<file path="src/rtl/mod6_rr_arbiter.sv">
// Six-way round-robin arbiter with a mod-6 priority pointer, per-grant hold limit
// and a mandatory one-cycle gap between grants.
module mod6_rr_arbiter #(
    parameter int unsigned HOLD_MAX = 8
) (
    input  logic       clk,
    input  logic       rst,
    input  logic [5:0] req,
    output logic [5:0] gnt,
    output logic [2:0] gnt_id,
    output logic       busy,
    output logic [2:0] slot,
    output logic       timeout
);

    localparam int unsigned NUM_REQ = 6;
    localparam int unsigned CNT_W   = 8;
    localparam int unsigned ID_W    = 3;

    typedef enum logic [1:0] {
        IDLE  = 2'd0,
        GRANT = 2'd1,
        GAP   = 2'd2
    } state_t;

    state_t             r_state;
    logic [NUM_REQ-1:0] r_gnt;
    logic [ID_W-1:0]    r_gnt_id;
    logic [ID_W-1:0]    r_slot;
    logic               r_busy;
    logic               r_timeout;
    logic [CNT_W-1:0]   r_hold_cnt;

    logic               w_found;
    logic [ID_W-1:0]    w_win;
    logic               w_owner_req;
    logic               w_hold_done;
    logic [ID_W-1:0]    w_next_slot;

    // Mod-6 increment: 5 wraps to 0, so 6 and 7 never appear.
    function automatic logic [ID_W-1:0] wrap_inc(input logic [ID_W-1:0] x);
        return (x == ID_W'(NUM_REQ - 1)) ? ID_W'(0) : ID_W'(x + ID_W'(1));
    endfunction

    // Scan requests starting at the priority pointer; first set bit wins.
    always_comb begin
        logic [ID_W-1:0] idx;
        w_found = 1'b0;
        w_win   = ID_W'(0);
        idx     = r_slot;
        for (int unsigned k = 0; k < NUM_REQ; k++) begin
            if (!w_found && req[idx]) begin
                w_found = 1'b1;
                w_win   = idx;
            end
            idx = wrap_inc(idx);
        end
    end

    assign w_owner_req = req[r_gnt_id];
    assign w_hold_done = (r_hold_cnt == CNT_W'(HOLD_MAX));
    assign w_next_slot = wrap_inc(r_gnt_id);

    always_ff @(posedge clk or posedge rst) begin
        if (rst) begin
            r_state    <= IDLE;
            r_gnt      <= '0;
            r_gnt_id   <= '0;
            r_slot     <= '0;
            r_busy     <= 1'b0;
            r_timeout  <= 1'b0;
            r_hold_cnt <= '0;
        end else begin
            r_timeout <= 1'b0;
            case (r_state)
                IDLE, GAP: begin
                    if (w_found) begin
                        r_state    <= GRANT;
                        r_gnt      <= NUM_REQ'(1) << w_win;
                        r_gnt_id   <= w_win;
                        r_busy     <= 1'b1;
                        r_hold_cnt <= CNT_W'(1);
                    end else begin
                        r_state <= IDLE;
                        r_gnt   <= '0;
                        r_busy  <= 1'b0;
                    end
                end
                GRANT: begin
                    // Only the owner's request matters; release beats revoke.
                    if (!w_owner_req || w_hold_done) begin
                        r_state   <= GAP;
                        r_gnt     <= '0;
                        r_busy    <= 1'b0;
                        r_slot    <= w_next_slot;
                        r_timeout <= w_owner_req;
                    end else begin
                        r_hold_cnt <= r_hold_cnt + CNT_W'(1);
                    end
                end
                default: begin
                    r_state <= IDLE;
                    r_gnt   <= '0;
                    r_busy  <= 1'b0;
                end
            endcase
        end
    end

    assign gnt     = r_gnt;
    assign gnt_id  = r_gnt_id;
    assign busy    = r_busy;
    assign slot    = r_slot;
    assign timeout = r_timeout;

endmodule

</file>
<file path="config.mk">
export PLATFORM = sky130hd
export DESIGN_NAME = mod6_rr_arbiter
export DESIGN_NICKNAME = d
export VERILOG_FILES = /design/src/rtl/mod6_rr_arbiter.sv
export SDC_FILE = /design/constraint.sdc
export NUM_CORES = 1
export LEC_CHECK = 0
export CORE_ASPECT_RATIO = 1.1
export CORE_UTILIZATION = 55
export CTS_CLUSTER_SIZE = 14
export DETAILED_ROUTE_END_ITERATION = 8
export PLACE_DENSITY = 0.87
export SLEW_MARGIN = 10
export SYNTH_ARGS = -nofsm -noshare
export SYNTH_HDL_FRONTEND = slang
export SYNTH_SLANG_ARGS = --single-unit
export TNS_END_PERCENT = 20
</file>
<file path="constraint.sdc">
create_clock -name clk -period 2.9 [get_ports clk]
set_clock_uncertainty 0.05 [all_clocks]
set_input_delay 0.725 -clock clk [delete_from_list [all_inputs] [get_ports clk]]
set_output_delay 0.725 -clock clk [all_outputs]
set_load 0.02 [all_outputs]
</file>
Word-level counts from Yosys, hierarchy flattened
Index checks and enable logic that the tools add are counted.

storage, ports and cells
  register bits after elaboration = 24
  latch bits = 0
  RAM bits = 0
  ROM bits = 0
  output and inout port bits = 14
  word-level logic and storage cells = 98
  memories kept = 0

operators by class
  add/subtract/negate cells = 7
  multipliers = 0
  div/mod/pow operators = 0
  magnitude comparators = 7
  equal/unequal tests = 12
  shift-type cells = 1
  multiplexer cells = 46
  bitwise operators = 0
  reductions and logical operators = 18

operators by type and width
  cell                   count
  $mux W3                12
  $lt A3 B4 Y1 const B   7
  $bmux W1 S3            7
  $add A3 B1 Y3 const B  6
  $eq A3 B3 Y1 const B   6
  $mux W1                18
  $mux W8                2
  $pmux W8 S2            1
  $mux W6                2
  $pmux W6 S2            1
  $add A8 B1 Y8 const B  1
  $eq A8 B4 Y1 const B   1
  $logic_not A1 Y1       6
  $ne A2 B2 Y1 const B   3
  $shl A1 B3 Y6 const A  1
  $logic_and A1 B1 Y1    5
  $pmux W2 S2            1
  $reduce_and A2 Y1      2
  $reduce_and A3 Y1      1
  $eq A2 B1 Y1 const B   1
  $eq A2 B2 Y1 const B   1
  $logic_not A2 Y1       1
  $mux W2                1
  $pmux W1 S2            1
  other kinds (3)        3

Longest topological paths before layout
  depth in word-level cells = 21
  gate-level depth with buffers = 10

Worst setup path after synthesis
OpenSTA, ideal clock, no wires.

  path type = input-to-reg
  from = input port req[3]
  to = register r_hold_cnt[0]
  library setup time = 0.128 ns
  data arrival time = 2.454 ns
  data required time = 2.722 ns
  slack = 0.269 ns
  stages = 8
  path buffers = 1
  cells stage by stage = clkbuf_2 > mux4_2 > and2_4 > a211oi_4 > and2_4 > a31oi_4 > nor2_4 > mux2_1

between the ends
  longest elaborated chain between the ends = 20
  elaborated cells on any way between the ends = 35
  classes of those cells = 2 x eq/ne; 20 x mux; 13 x reduce/logical

RTL lines
  item                                  RTL line  text
  start: declaration                    8         input logic [5:0] req,
  $bmux W1 S3                           52        if (!w_found && req[idx]) begin
  $mux W1 (implied by the code)         52
  $mux W1                               52
  $logic_not A1 Y1                      52
  $logic_and A1 B1 Y1                   52
  $mux W1                               52
  $logic_not A1 Y1                      52
  $logic_and A1 B1 Y1                   52
  [4 not listed]                        --
  $logic_not A1 Y1                      52
  $logic_and A1 B1 Y1                   52
  $mux W1                               52
  $logic_not A1 Y1                      52
  $logic_and A1 B1 Y1                   52
  $mux W1                               52
  $ne A2 B2 Y1 (no source line)         --
  $reduce_and A3 Y1 (no source line) *  --
  end signal: assignment                98        r_hold_cnt <= r_hold_cnt + CNT_W'(1);
  end: declaration                      32        logic [CNT_W-1:0] r_hold_cnt;

Every way passes the cells marked *; elsewhere a longest branch is shown, timed or not. The select of a mux whose other input is x is not followed.
A chain may end at the register's enable or synchronous reset.

Worst setup path after layout
  from = input port req[4]
  to = register r_gnt[1], in the netlist gnt[1]

between the ends
  longest elaborated chain between the ends = 21
  elaborated cells on any way between the ends = 42
  classes of those cells = 1 x eq/ne; 1 x shift; 28 x mux; 12 x reduce/logical

RTL lines
  item                           RTL line  text
  $bmux W1 S3                    52
  $mux W1 (implied by the code)  52
  $mux W1                        52
  $logic_not A1 Y1               52
  $logic_and A1 B1 Y1            52
  $mux W1                        52
  $logic_not A1 Y1               52
  $logic_and A1 B1 Y1            52
  [5 not listed]                 --
  $logic_and A1 B1 Y1            52
  $mux W1                        52
  $logic_not A1 Y1               52
  $logic_and A1 B1 Y1            52
  $mux W3                        52
  $shl A1 B3 Y6                  79        r_gnt <= NUM_REQ'(1) << w_win;
  $mux W6                        77        if (w_found) begin
  $pmux W6 S2                    75        case (r_state)
  end signal: assignment         79
  end: declaration               27        logic [NUM_REQ-1:0] r_gnt;

Several ways; a longest one is shown, not always the timed one. The select of a mux whose other input is x is not followed.

==> results.sh <==
export IMPL_cts_buffers=3
export IMPL_post_route_period_util_pct=94.97
export IMPL_gp_congestion=0.9378
export IMPL_routedWlPerCell_um=16.88
export IMPL_drc_errors=0
export IMPL_cp_arrival_ps=2930
export IMPL_wl_met2_um=2289
export IMPL_die_h_um=61.91
export IMPL_initial_core_util_pct=58.36
export IMPL_synth_xor_area_share_pct=2.929
export IMPL_io_pins=22
export IMPL_synth_seq_cells=24
export IMPL_dieArea_um2=3495
export IMPL_ys_seq_area_share_pct=33.47
export IMPL_status="completed"
export IMPL_slew_violations=0
export IMPL_routed_wl_um=4422
export IMPL_hold_path_class="register to register"
export IMPL_crit_required_ps=3070
export IMPL_peakVddDrop_mv=0.8542
export IMPL_synth_compound_area_share_pct=22.32
export IMPL_cp_startpoint="req[4]"
export IMPL_synthCells=191
export IMPL_fmax_mhz=363.1
export IMPL_synth_edf_count=0
export IMPL_synth_fa_ha_area_share_pct=1.395
export IMPL_drive_gt1_share_pct=20.18
export IMPL_path_clk_slew_ps=130
export IMPL_postCtsSetupRepairBufs=0
export IMPL_via_count=1627
export IMPL_wl_met3_um=228
export IMPL_core_area_um2=3074
export IMPL_antenna_found_initial=0
export IMPL_power_density_nw_per_um2=1090
export IMPL_vias_per_cell=6.210
export IMPL_cts_resized=0
export IMPL_synth_area_um2=1794
export IMPL_h_tree_depth=1
export IMPL_cts_path_max_buffers=2
export IMPL_grt_pass1_vias=1557
export IMPL_muxShareOfSynthArea_pct=12.69
export IMPL_syn_nets=201
export IMPL_drtIter0Drc=122
export IMPL_tightest_slew_ps=611.0
export IMPL_cts_sinks=24
export IMPL_dr_max_layer_used="met4"
export IMPL_fin_area_um2=2202
export IMPL_leakage_nw=0.9896
export IMPL_finalHoldViolations=0
export IMPL_clk_latency_ps=310
export IMPL_finalCoreUtilization_pct=71.63
export IMPL_rsz0062_at_grt="false"
export IMPL_placementRows=21
export IMPL_cp_max_fo=3
export IMPL_placed_cell_area_um2=2150
export IMPL_r2r_end="gnt[1]$_DFFE_PP0P_"
export IMPL_gr_total_overflow=0
export IMPL_power_total_mw=2.400
export IMPL_port_buffers=21
export IMPL_worstReg2RegStart="slot[1]$_DFFE_PP0P_"
export IMPL_rrSetupSlack_ps=320
export IMPL_area_growth_pct=22.73
export IMPL_r2r_cells=8
export IMPL_totalNegativeSetupSlack_ps=0
export IMPL_cts_tree="yes"
export IMPL_yosysUniqueCellTypes=60
export IMPL_synthFlopType="dfrtp_1"
export IMPL_critPathCapture="gnt[1]$_DFFE_PP0P_"
export IMPL_cap_violations=0
export IMPL_clockRootBuffer="clkbuf_4"
export IMPL_async_reset_ff_share_pct=100.0
export IMPL_fin_ws_ps=145.9
export IMPL_synth_simple_gate_area_share_pct=20.99
export IMPL_die_w_um=56.46
export IMPL_synth_top_family_by_area="compound AO/OA/AOI/OAI gates"
export IMPL_finalSetupViolCount=0
export IMPL_yosys_warnings=0
export IMPL_avgSynthCellArea_um2=9.394
export IMPL_holdBufCountCts=0
export IMPL_post_place_ws_ps=-144.9
export IMPL_grt_pass1_wl_um=7389
export IMPL_end_kind="register"
export IMPL_fin_crit_ps=2754
export IMPL_antenna_left=0
export IMPL_wl_met1_um=1871
export IMPL_first_pass_iters=4
export IMPL_start_kind="input pin"
export IMPL_hpwl_um=3382
export IMPL_antennaDiodeCount=0
export IMPL_nets=239
export IMPL_grt_total_usage_pct=27.18
export IMPL_slew_headroom_pct=59.26
export IMPL_crit_type="input pin to register"
export IMPL_grt_max_degree=19
-- power breakdown --
group / internal [mW] / leakage (nW) / switching (mW)
combinational: 0.738 / 0.651 / 0.827
sequential: 0.434 / 0.311 / 0.161
clock: 0.140 / 0.0279 / 0.0997
total: 1.31 / 0.990 / 1.09
-- cell families after synthesis --
family | count (synthesis)
fa+ha+maj | 2
xor+xnor | 6
flops | 24
compound gates | 47
simple gates | 73
buf+inv | 22
mux | 17
-- worst max-delay path: stages --
cell and delay (ps):
clkdlybuf4s50_1 440, mux4_2 510, and2_4 200, a211oi_4 190
buf_4 150, nand3_1 90, o22ai_1 210, a22oi_2 110
o41ai_2 280
-- flip-flops by register name (all words and copies together), names as in the netlist --
signal	flops
gnt	6
gnt_id	3
r_state	2
timeout	1
slot	3
r_hold_cnt	8
busy	1
-- routing by layer --
layer	vias up	GRT usage [%]
li1	774	-
met2	71	50.76
met5	-	0
met1	778	34.40
met3	4	3.520
met4	0	5.923
-- cell type report --
class,instances,area (um^2)
repair buffers,44,382.9
clock inverters,1,30.03
well taps,34,42.54
multi-input cells,145,1082
flip-flops and latches,24,600.6
fillers,244,872.1
inverters,11,41.29
clock buffers,3,22.52
-- synth_stat cells, types with 2 or more instances --
master | number | area (um^2)
or3_1 | 2 | 12.51
o21ai_1 | 2 | 10.01
nor3_1 | 2 | 10.01
nand2b_1 | 4 | 25.02
a22o_1 | 2 | 17.52
o21ai_0 | 4 | 20.02
nor2_1 | 17 | 63.81
buf_6 | 2 | 22.52
nand3_1 | 11 | 55.05
and4_1 | 2 | 17.52
o211ai_1 | 9 | 67.56
and3_1 | 3 | 18.77
buf_2 | 4 | 20.02
dfrtp_1 | 24 | 600.6
a21oi_1 | 2 | 10.01
nand2_1 | 19 | 71.32
nor2b_1 | 3 | 18.77
clkbuf_1 | 2 | 7.510
a22oi_1 | 2 | 15.01
ha_1 | 2 | 25.02
mux2_2 | 2 | 22.52
o31ai_1 | 2 | 15.01
mux2i_1 | 9 | 90.09
inv_1 | 10 | 37.54
and2_4 | 2 | 17.52
xor2_1 | 6 | 52.55
mux4_2 | 4 | 90.09
a21o_1 | 3 | 22.52
nand4_1 | 2 | 12.51
a31oi_1 | 2 | 12.51
buf_4 | 2 | 15.01
-- worst min path at each step --
| stage | from | to | slack [ps] | cells after the start |
|---|---|---|---|---|
| after floorplan | r_hold_cnt[7]$_DFFE_PP0P_ | r_hold_cnt[7]$_DFFE_PP0P_ | 460 | 2 |
| after global placement | busy$_DFFE_PP0P_ | busy$_DFFE_PP0P_ | 410 | 1 |
| after detailed placement | gnt[1]$_DFFE_PP0P_ | gnt[1]$_DFFE_PP0P_ | 420 | 2 |
| after CTS | gnt[1]$_DFFE_PP0P_ | gnt[1]$_DFFE_PP0P_ | 450 | 2 |
| after global routing | gnt[1]$_DFFE_PP0P_ | gnt[1]$_DFFE_PP0P_ | 480 | 2 |
| final | gnt[1]$_DFFE_PP0P_ | gnt[1]$_DFFE_PP0P_ | 450 | 2 |
-- metrics by stage --
step	hold WS, ps	instances
after floorplan	455.8	191
after global placement	412.3	258
after detailed placement	422.6	258
after CTS	454.5	262
after global routing	478.0	262
final	450.7	262
-- cell usage in the layout (no fill, tap or decap), types with 2 or more instances in the layout --
cell type,n
o211ai_1,9
xor2_1,6
nor2_1,17
nand2_1,19
and2_4,2
o21ai_0,4
a22oi_1,2
buf_4,23
inv_1,10
mux4_2,4
nor3_1,2
nand2b_1,4
and4_1,2
o31ai_1,2
nor2b_1,3
clkdlybuf4s50_1,21
and3_1,3
nand4_1,2
o21ai_1,2
or3_1,2
a31oi_1,2
a21oi_1,2
dfrtp_1,24
a22o_1,2
mux2i_1,9
a21o_1,3
mux2_2,2
nand3_1,11
ha_1,2
clkbuf_4,3
Note: power is estimated with default switching activity, not from simulation.
